`src/rtl/apb_bridge_pkg.sv`:
```
// Shared types and constants for the CPU data-port to APB bridge.
// Latency: n/a (declarations only).
// Backpressure: n/a (declarations only).
package apb_bridge_pkg;

    typedef enum logic [1:0] {
        IDLE   = 2'd0,
        SETUP  = 2'd1,
        ACCESS = 2'd2
    } state_e;

    // RV32I store width codes
    localparam logic [2:0] F3_SB  = 3'b000;
    localparam logic [2:0] F3_SH  = 3'b001;
    localparam logic [2:0] F3_SW  = 3'b010;
    // RV32I load width codes
    localparam logic [2:0] F3_LB  = 3'b000;
    localparam logic [2:0] F3_LH  = 3'b001;
    localparam logic [2:0] F3_LW  = 3'b010;
    localparam logic [2:0] F3_LBU = 3'b100;
    localparam logic [2:0] F3_LHU = 3'b101;

    // Byte-strobe patterns before lane shifting
    localparam logic [3:0] STRB_NONE = 4'b0000;
    localparam logic [3:0] STRB_B    = 4'b0001;
    localparam logic [3:0] STRB_H    = 4'b0011;
    localparam logic [3:0] STRB_W    = 4'b1111;

    // Read word reported when a slave never answers
    localparam logic [31:0] TIMEOUT_RDATA = 32'hDEAD_BEEF;

endpackage

```
`src/rtl/apb_store_align.sv`:
```
// Store lane alignment: replicates store data across lanes, builds byte strobes, flags misalignment.
// Latency: purely combinational.
// Backpressure: none; evaluated every cycle from the request fields.
module apb_store_align
    import apb_bridge_pkg::*;
(
    input  logic        we_i,
    input  logic [2:0]  func3_i,
    input  logic [1:0]  addr_lo_i,
    input  logic [31:0] wdata_i,
    output logic [31:0] pwdata_o,
    output logic [3:0]  pstrb_o,
    output logic        misalign_o
);

    // Width decode: loads drive no data and no strobes, unknown codes are rejected
    always_comb begin
        pwdata_o   = '0;
        pstrb_o    = STRB_NONE;
        misalign_o = 1'b0;
        if (we_i) begin
            case (func3_i)
                F3_SB: begin
                    pwdata_o = {4{wdata_i[7:0]}};
                    pstrb_o  = STRB_B << addr_lo_i;
                end
                F3_SH: begin
                    pwdata_o   = {2{wdata_i[15:0]}};
                    pstrb_o    = STRB_H << {addr_lo_i[1], 1'b0};
                    misalign_o = addr_lo_i[0];
                end
                F3_SW: begin
                    pwdata_o   = wdata_i;
                    pstrb_o    = STRB_W;
                    misalign_o = |addr_lo_i;
                end
                default: misalign_o = 1'b1;
            endcase
        end else begin
            case (func3_i)
                F3_LB, F3_LBU: misalign_o = 1'b0;
                F3_LH, F3_LHU: misalign_o = addr_lo_i[0];
                F3_LW:         misalign_o = |addr_lo_i;
                default:       misalign_o = 1'b1;
            endcase
        end
    end

endmodule

```
`src/rtl/apb_data_bridge.sv`:
```
// Turns each CPU load/store request into one APB transfer; optional ACCESS timeout under APB_TIMEOUT_EN.
// Latency: req in cycle N -> SETUP N+1, ACCESS N+2, done >= N+3; decode/misalign errors answer in N+1.
// Backpressure: req is ignored while busy; ACCESS waits on PREADY (bounded only with APB_TIMEOUT_EN).
module apb_data_bridge
    import apb_bridge_pkg::*;
#(
    parameter logic [31:0] ADDR_BASE      = 32'h1000_0000,
    parameter int          SLV_NUM        = 4,
    parameter int          SLV_SIZE_LOG2  = 12,
    parameter int          TIMEOUT_CYCLES = 255
) (
    input  logic               clk,
    input  logic               reset,
    input  logic               req,
    input  logic               we,
    input  logic [2:0]         func3,
    input  logic [31:0]        addr,
    input  logic [31:0]        wData,
    output logic [31:0]        rData,
    output logic               done,
    output logic               err,
    output logic               busy,
    output logic [31:0]        PADDR,
    output logic               PWRITE,
    output logic [SLV_NUM-1:0] PSEL,
    output logic               PENABLE,
    output logic [31:0]        PWDATA,
    output logic [3:0]         PSTRB,
    input  logic [31:0]        PRDATA,
    input  logic               PREADY,
    input  logic               PSLVERR
);

    state_e             state_q, state_d;
    logic [31:0]        paddr_q, paddr_d;
    logic               pwrite_q, pwrite_d;
    logic [SLV_NUM-1:0] psel_q, psel_d;
    logic               penable_q, penable_d;
    logic [31:0]        pwdata_q, pwdata_d;
    logic [3:0]         pstrb_q, pstrb_d;
    logic [31:0]        rdata_q, rdata_d;
    logic               done_q, done_d;
    logic               err_q, err_d;

`ifdef APB_TIMEOUT_EN
    localparam int TO_W = ($clog2(TIMEOUT_CYCLES + 1) > 8) ? $clog2(TIMEOUT_CYCLES + 1) : 8;
    logic [TO_W-1:0] to_cnt_q, to_cnt_d;
`endif

    logic [31:0]        offset;
    logic [31:0]        slv_idx;
    logic               in_window;
    logic [SLV_NUM-1:0] psel_dec;
    logic [31:0]        al_pwdata;
    logic [3:0]         al_pstrb;
    logic               al_misalign;

    apb_store_align u_align (
        .we_i       (we),
        .func3_i    (func3),
        .addr_lo_i  (addr[1:0]),
        .wdata_i    (wData),
        .pwdata_o   (al_pwdata),
        .pstrb_o    (al_pstrb),
        .misalign_o (al_misalign)
    );

    // Slave decode; the explicit lower-bound test keeps a wrapped offset from aliasing into the window
    always_comb begin
        offset    = addr - ADDR_BASE;
        slv_idx   = offset >> SLV_SIZE_LOG2;
        in_window = (addr >= ADDR_BASE) && (slv_idx < 32'(SLV_NUM));
        psel_dec  = '0;
        for (int i = 0; i < SLV_NUM; i++) begin
            if (slv_idx == 32'(i)) psel_dec[i] = 1'b1;
        end
    end

    // Next-state and output-register logic; done/err are single-cycle pulses
    always_comb begin
        state_d   = state_q;
        paddr_d   = paddr_q;
        pwrite_d  = pwrite_q;
        psel_d    = psel_q;
        penable_d = penable_q;
        pwdata_d  = pwdata_q;
        pstrb_d   = pstrb_q;
        rdata_d   = rdata_q;
        done_d    = 1'b0;
        err_d     = 1'b0;
`ifdef APB_TIMEOUT_EN
        to_cnt_d  = to_cnt_q;
`endif
        case (state_q)
            IDLE: begin
                if (req) begin
                    if (!in_window || al_misalign) begin
                        // Rejected without touching the bus
                        done_d  = 1'b1;
                        err_d   = 1'b1;
                        rdata_d = '0;
                    end else begin
                        state_d  = SETUP;
                        paddr_d  = {addr[31:2], 2'b00};
                        pwrite_d = we;
                        psel_d   = psel_dec;
                        pwdata_d = al_pwdata;
                        pstrb_d  = al_pstrb;
                    end
                end
            end
            SETUP: begin
                state_d   = ACCESS;
                penable_d = 1'b1;
`ifdef APB_TIMEOUT_EN
                to_cnt_d  = '0;
`endif
            end
            ACCESS: begin
                if (PREADY) begin
                    if (!pwrite_q) rdata_d = PRDATA;
                    err_d     = PSLVERR;
                    done_d    = 1'b1;
                    psel_d    = '0;
                    penable_d = 1'b0;
                    state_d   = IDLE;
                end
`ifdef APB_TIMEOUT_EN
                // The counter would reach the limit on this edge: give up on the slave
                else if (to_cnt_q == TO_W'(TIMEOUT_CYCLES - 1)) begin
                    rdata_d   = TIMEOUT_RDATA;
                    err_d     = 1'b1;
                    done_d    = 1'b1;
                    psel_d    = '0;
                    penable_d = 1'b0;
                    state_d   = IDLE;
                end else begin
                    to_cnt_d = to_cnt_q + 1'b1;
                end
`endif
            end
            default: state_d = IDLE;
        endcase
    end

    // State and registered outputs; reset aborts any transfer in flight
    always_ff @(posedge clk or negedge reset) begin
        if (!reset) begin
            state_q   <= IDLE;
            paddr_q   <= '0;
            pwrite_q  <= 1'b0;
            psel_q    <= '0;
            penable_q <= 1'b0;
            pwdata_q  <= '0;
            pstrb_q   <= '0;
            rdata_q   <= '0;
            done_q    <= 1'b0;
            err_q     <= 1'b0;
        end else begin
            state_q   <= state_d;
            paddr_q   <= paddr_d;
            pwrite_q  <= pwrite_d;
            psel_q    <= psel_d;
            penable_q <= penable_d;
            pwdata_q  <= pwdata_d;
            pstrb_q   <= pstrb_d;
            rdata_q   <= rdata_d;
            done_q    <= done_d;
            err_q     <= err_d;
        end
    end

`ifdef APB_TIMEOUT_EN
    // ACCESS wait counter
    always_ff @(posedge clk or negedge reset) begin
        if (!reset) to_cnt_q <= '0;
        else        to_cnt_q <= to_cnt_d;
    end
`endif

    assign rData   = rdata_q;
    assign done    = done_q;
    assign err     = err_q;
    assign busy    = (state_q != IDLE);
    assign PADDR   = paddr_q;
    assign PWRITE  = pwrite_q;
    assign PSEL    = psel_q;
    assign PENABLE = penable_q;
    assign PWDATA  = pwdata_q;
    assign PSTRB   = pstrb_q;

endmodule

```
`config.mk`:
```
export PLATFORM = sky130hd
export DESIGN_NAME = apb_data_bridge
export DESIGN_NICKNAME = d
export VERILOG_FILES = /design/src/rtl/apb_bridge_pkg.sv /design/src/rtl/apb_store_align.sv /design/src/rtl/apb_data_bridge.sv
export SDC_FILE = /design/constraint.sdc
export NUM_CORES = 1
export LEC_CHECK = 0
export ABC_CLOCK_PERIOD_IN_PS = 1900
export CAP_MARGIN = 0
export CORE_ASPECT_RATIO = 0.9
export CORE_MARGIN = 1
export CORE_UTILIZATION = 38
export CTS_BUF_LIST = sky130_fd_sc_hd__clkbuf_16
export CTS_CLUSTER_DIAMETER = 120
export DETAILED_ROUTE_END_ITERATION = 10
export GPL_TIMING_DRIVEN = 0
export PLACE_DENSITY = 0.86
export SKIP_LAST_GASP = 1
export SYNTH_ARGS = -nofsm -noshare
export SYNTH_HDL_FRONTEND = slang
export SYNTH_HIERARCHICAL = 1
export SYNTH_SLANG_ARGS = --single-unit
```
`constraint.sdc`:
```
create_clock -name clk -period 1.9 [get_ports clk]
set_clock_uncertainty 0.05 [all_clocks]
set_input_delay 0.57 -clock clk [delete_from_list [all_inputs] [get_ports clk]]
set_output_delay 0.57 -clock clk [all_outputs]
set_load 0.01 [all_outputs]
```
; ---- Yosys cells after proc, flatten, opt, wreduce, memory -nomap -nowiden
; Index checks and enable logic that the tools add are counted.
[op_classes]
add_sub_neg = 1
n_mul = 0
div = 0
n_lt_le_gt_ge = 2
eq_ne = 14
shifts = 2
n_mux = 32
bitwise = 1
n_reduce_logical = 17
[op_table]
columns = cell, count
row1 = $mux 32, 5
row2 = $pmux 32 s3, 1
row3 = $pmux 32 s2, 1
row4 = $eq 20x2->1 const B, 2
row5 = $ge 32x29->1 const B, 1
row6 = $logic_not 32->1, 1
row7 = $sub 32x29->32 const B, 1
row8 = $eq 20x1->1 const B, 1
row9 = $lt 20x3->1 const B, 1
row10 = $mux 4, 4
row11 = $pmux 4 s3, 1
row12 = $mux 1, 10
row13 = $ne 2x2->1 const B, 5
row14 = $pmux 4 s2, 1
row15 = $eq 3x3->1 const B, 2
row16 = $mux 2, 3
row17 = $pmux 1 s2, 3
row18 = $pmux 1 s3, 2
row19 = $pmux 2 s3, 1
row20 = $reduce_and 3->1, 2
row21 = $reduce_bool 2->1, 3
row22 = $reduce_or 2->1, 3
row23 = $reduce_and 5->1, 1
row24 = $reduce_and 4->1, 1
row25 = 13 further kinds, 13
[totals]
register_bits = 108
latchBits = 0
ram_bits = 0
mem_bits_ro = 0
inputBits = 105
out_inout_bits = 109
elab_cells = 79
n_memories = 0

; ---- Logic depth before layout (Yosys ltp)
[depth]
ltp_word = 8
depth_mapped = 9
depth_no_buf = 6

; ---- By module
; The synthesis kept the hierarchy.
[modules_own_cells]
columns = module, n_inst, cells_per_inst, area_per_inst_um2, seq_area_each_um2
row1 = apb_data_bridge, 1, 270, 4150.2, 2702.6
row2 = apb_store_align, 1, 69, 553.0, 0.0

; ---- Worst setup path before layout
; No wires, ideal clock.
[synth_timing]
kind = input to register
start = input port func3[0]
end = register pstrb_q[0], in the netlist PSTRB[0]
setup_time_ns = 0.125
arrival_time_ns = 2.483
required_time_ns = 1.725
setup_slack_ns = -0.758
cell_stages = 9
n_path_buf = 3
cell_sequence = buf_2 buf_4 a221oi_1 a21oi_1 nor4_1 nand3_1 nor4_4 buf_6 mux2_4
[synth_via]
elab_chain_cells = 7
elab_cells_between_ends = 15
cone_classes = eq/ne: 4 / mux: 5 / bitwise: 1 / reduce/logical: 5
[synth_lines]
columns = element, line_no
row1 = "start, declared", apb_data_bridge.sv:16  ; input logic [2:0] func3,
row2 = "$eq 3x1->1, or another cell as far along", "apb_store_align.sv:22, apb_store_align.sv:40"
row3 = $reduce_or 2->1, apb_store_align.sv:40  ; case (func3_i)
row4 = $pmux 1 s3, apb_store_align.sv:40
row5 = $mux 1 (*), apb_store_align.sv:21  ; if (we_i) begin
row6 = via al_misalign, apb_data_bridge.sv:56  ; logic al_misalign;
row7 = $logic_or 1x1->1 (*), apb_data_bridge.sv:97  ; if (!in_window || al_misalign) begin
row8 = $not 1->1 (no line) (*), n/a
row9 = $reduce_and 3->1 (no line) (*), n/a
row10 = "end signal, assigned", apb_data_bridge.sv:166  ; pstrb_q <= pstrb_d;
row11 = "end, declared", apb_data_bridge.sv:40  ; logic [3:0] pstrb_q, pstrb_d;
; Mark *: on every way through the listed nets, which the timed path passes. The rest lies on a longest branch.
; A chain may end at the register's enable or synchronous reset.

; ---- Worst setup path after layout
[layout_timing]
start = input port we
end = register paddr_q[9], in the netlist PADDR[9]
[layout_via]
elab_chain_cells = 4
[layout_lines]
columns = element, line_no
row1 = "start, declared", apb_data_bridge.sv:15  ; input logic we,
row2 = $mux 1, apb_store_align.sv:21
row3 = via al_misalign, apb_data_bridge.sv:56
row4 = $logic_or 1x1->1, apb_data_bridge.sv:97
row5 = $not 1->1 (no line), n/a
row6 = $reduce_and 3->1 (no line), n/a
row7 = "end signal, assigned", apb_data_bridge.sv:161  ; paddr_q <= paddr_d;
row8 = "end, declared", apb_data_bridge.sv:35  ; logic [31:0] paddr_q, paddr_d;
; The timed path passes the listed nets, and every way through them passes these cells.

==> run metrics <==
crit path kind=primary input to flop; total negative setup slack=-30.93 ns; average wire length per cell after detail routing=18.8 um; highest attainable clock frequency=around 420 MHz; aggregate global-route resource usage=a little over a fifth; final-report hold violation count=0; post-layout instance area=8080 um^2; Synth async-reset ratio=100%; clk root buf=clkbuf_16; routed wire length=approximately 14 mm; antenna violations before repair=0; effective utilization at floorplan=around two fifths; most common cell after layout, fill and taps aside=dfrtp_1; element type at the critical path end=flop; routability-driven placement congestion ratio=between 0.8 and 0.9; post-route non-filler standard cell count=749; total half-perimeter wirelength after legalization and detailed placement=around 9.5 mm; clock net sink count=approximately 110; drt first pass iters=4; placeable core region=12100 um^2; met3 wire length=roughly 800 um; TritonCTS clock tree=built; largest buffer count on any clock path=2; required time of the critical path=2.08 ns; grt ovf=0; routed vias=3798; port buffer count=210; flip-flop and latch count after synthesis=between 100 and 150; Clock Pin Slew Worst Setup and Hold Paths=0.07 ns; buffering stage count on the worst path with inverters included=5; count of pins on the block boundary=214; Mean Syn Cell Area=around 14 um^2; met2 wire length=around 7.4 mm; post-detailed-placement cell area=around 7000 um^2; final worst hold slack=0.175 ns; Peak VDD IR=between 500 and 600 uV; share of layout cells above drive strength 1=approximately a quarter; Post-DRT Antenna Nets=0; DIE HEIGHT=108 um; Routed met1 length=around 5.7 mm; pin count of the biggest net entering global routing=between 60 and 70; critical path fanouts, max=6; outcome=complete, but fails checks; Die Width=119 um; RSZ-0062 raised after global routing=true; clock buffer count from CTS=9; ratio of routed vias to standard cells=~5.1; Total Power=approximately 0.0047 W; crit-path leading delay family=simple AND/OR/NAND/NOR gates; actual transition at the worst max-transition pin=approximately 0.60 ns; register-to-register setup slack=-0.05 ns; violations in the final reports=negative setup slack; Post-Syn Instances=339; H-Tree Depth=3; count of standard-cell rows=38; shortest clock period the worst path allows after layout=~2.4 ns; number of remaining DRC errors=0; placed cell count=around 710; sequential fraction of the synthesis area=between 50% and 60%; final setup fails=between 100 and 150; cell area after synthesis=~4700 um^2; area enclosed by the die boundary=12800 um^2; number of unique standard cell types used by synthesis=40; total leakage power=around 5.0 nW; wire length of the first global-routing pass=between 20 and 25 mm; Highest Signal Layer=met4; pins over their slew limit=0; period utilization=125%; Critical Path Most Common Cell=buf_12; 1st-iter DRT viols=around 150; final antenna diode count=0; worst hold-check path type=primary input to async pin; worst slew margin relative to its limit=59.7%; cell chain of the critical path=buf_12 > a221oi_4 > a21oi_2 > nor4_2 > nand3_2 > nor4_4 > buf_12 > buf_12 > buf_12 > buf_12 > mux2_4; worst path setup slack after routing=-0.470 ns; vias in the first global route=4061; highest-count cells in the layout ignoring fill and taps=107 x dfrtp_1, 102 x clkdlybuf4s50_1, 75 x dlymetal6s2s_1; P per Cell Area=between 500 and 600 nW/um^2; Ys Warns=6; Post-layout nets=around 690; max incr delay on CP=0.35 ns; nature of the critical path startpoint=primary input; Worst-Skew Late Latency=roughly 0.35 ns; highest-delay cell along the critical path=nor4_4; arrival time of the worst setup path=about 2.6 ns; number of flops mapped to enable cells by yosys=0; Synth Flop Type=dfrtp_1; synth-to-layout area growth=71.9%; Max-Cap Viols=0
==> worst paths after layout <==
kind	from	to	cells after the start
max	we	PADDR[9]$_DFFE_PN0P_	11
max in group asynchronous	reset	state_q[0]$_DFFE_PN0P_	2
min	reset	PADDR[4]$_DFFE_PN0P_	1
max reg2reg	state_q[1]$_DFFE_PN0P_	PADDR[9]$_DFFE_PN0P_	7
min in group clk	PADDR[28]$_DFFE_PN0P_	PADDR[28]$_DFFE_PN0P_	1
min reg2reg	PADDR[28]$_DFFE_PN0P_	PADDR[28]$_DFFE_PN0P_	1
==> layer usage <==
metal  global-route usage, %  up-vias
met5                       0        -
met4                    5.70        0
met3                    5.88       14
met2                    37.5      140
met1                    26.7     1908
li1                        -     1736
==> cell usage after synthesis, types with 2 or more instances <==
library cell | n | share of area, %
mux2i_1 | 13 | 2.8
buf_2 | 6 | 0.64
a32o_1 | 8 | 1.7
mux2_2 | 20 | 4.8
dfrtp_1 | 108 | 57
nor2b_1 | 19 | 2.5
nor4_1 | 4 | 0.53
o2bb2ai_1 | 8 | 1.5
a21oi_1 | 8 | 0.85
o21ai_0 | 5 | 0.53
buf_6 | 6 | 1.4
nand2_1 | 5 | 0.40
mux2_1 | 9 | 2.2
or2_2 | 3 | 0.40
clkbuf_1 | 7 | 0.56
nor2_1 | 8 | 0.64
nand3_1 | 2 | 0.21
buf_4 | 5 | 0.80
a22o_1 | 40 | 7.4
inv_1 | 3 | 0.24
o21a_1 | 2 | 0.32
mux2_4 | 20 | 6.4
nand2b_1 | 5 | 0.67
nor3_1 | 2 | 0.21
and2_1 | 8 | 1.1
==> worst reg2reg max path, delay by kind of cell, from the launching register on <==
family	cells	cell delay, ns
and+or+nand+nor	2	0.49
muxes	1	0.30
buffers and inverters	4	0.52
DFF	1	0.48
==> report_power, final <==
group | switching [W] | internal [W]
Sequential | 0.000000567 | 0.00230
Clock | 0.000861 | 0.00103
Combinational | 0.000200 | 0.000276
Total | 0.00106 | 0.00361
==> cell families (layout without fill, tap and decap cells) <==
family,after synthesis,in the layout,synth area share (%)
AND/OR/NAND/NOR,66,66,9.05
flip-flops,108,108,57.5
buffers and inverters,27,276,3.67
other,1,2,0.0797
multiplexers,62,62,16.1
XOR/XNOR,1,1,0.346
AO/OA/AOI/OAI,74,74,13.3
==> area by class of cell <==
class	instances	area, um^2
Sequential cell	108	2700
Fill cell	879	3990
Clock inverter	7	72.6
Tap cell	160	200
Multi-Input combinational cell	205	2010
Inverter	3	11.3
Timing Repair Buffer	237	2620
Buffer	20	244
Clock buffer	9	225
==> through the flow <==
step,setup slack (ns),utilization (%)
after global routing,-0.557,66.9
after floorplan,-0.622,-
after global placement,-3.59,58.6
after detailed placement,-1.45,58.8
final,-0.470,66.9
after CTS,-0.519,64.7
==> repair_timing <==
| action | CTS | global route |
|---|---|---|
| pin swaps | 15 | 11 |
| hold buffers | 0 | 0 |
| gates resized for setup | 111 | 105 |
| setup buffers | 17 | 6 |
| endpoints found under the setup margin | 123 | 176 |
| gates cloned | 5 | 0 |
==> state kept, by name (all words and copies together) (netlist names) <==
| register | cells |
|---|---|
| PWDATA | 32 |
| PSTRB | 4 |
| PWRITE | 1 |
| rData | 32 |
| PENABLE | 1 |
| state_q | 2 |
| PADDR | 30 |
| done | 1 |
| err | 1 |
| PSEL | 4 |
(Power assumes the default switching activity.)
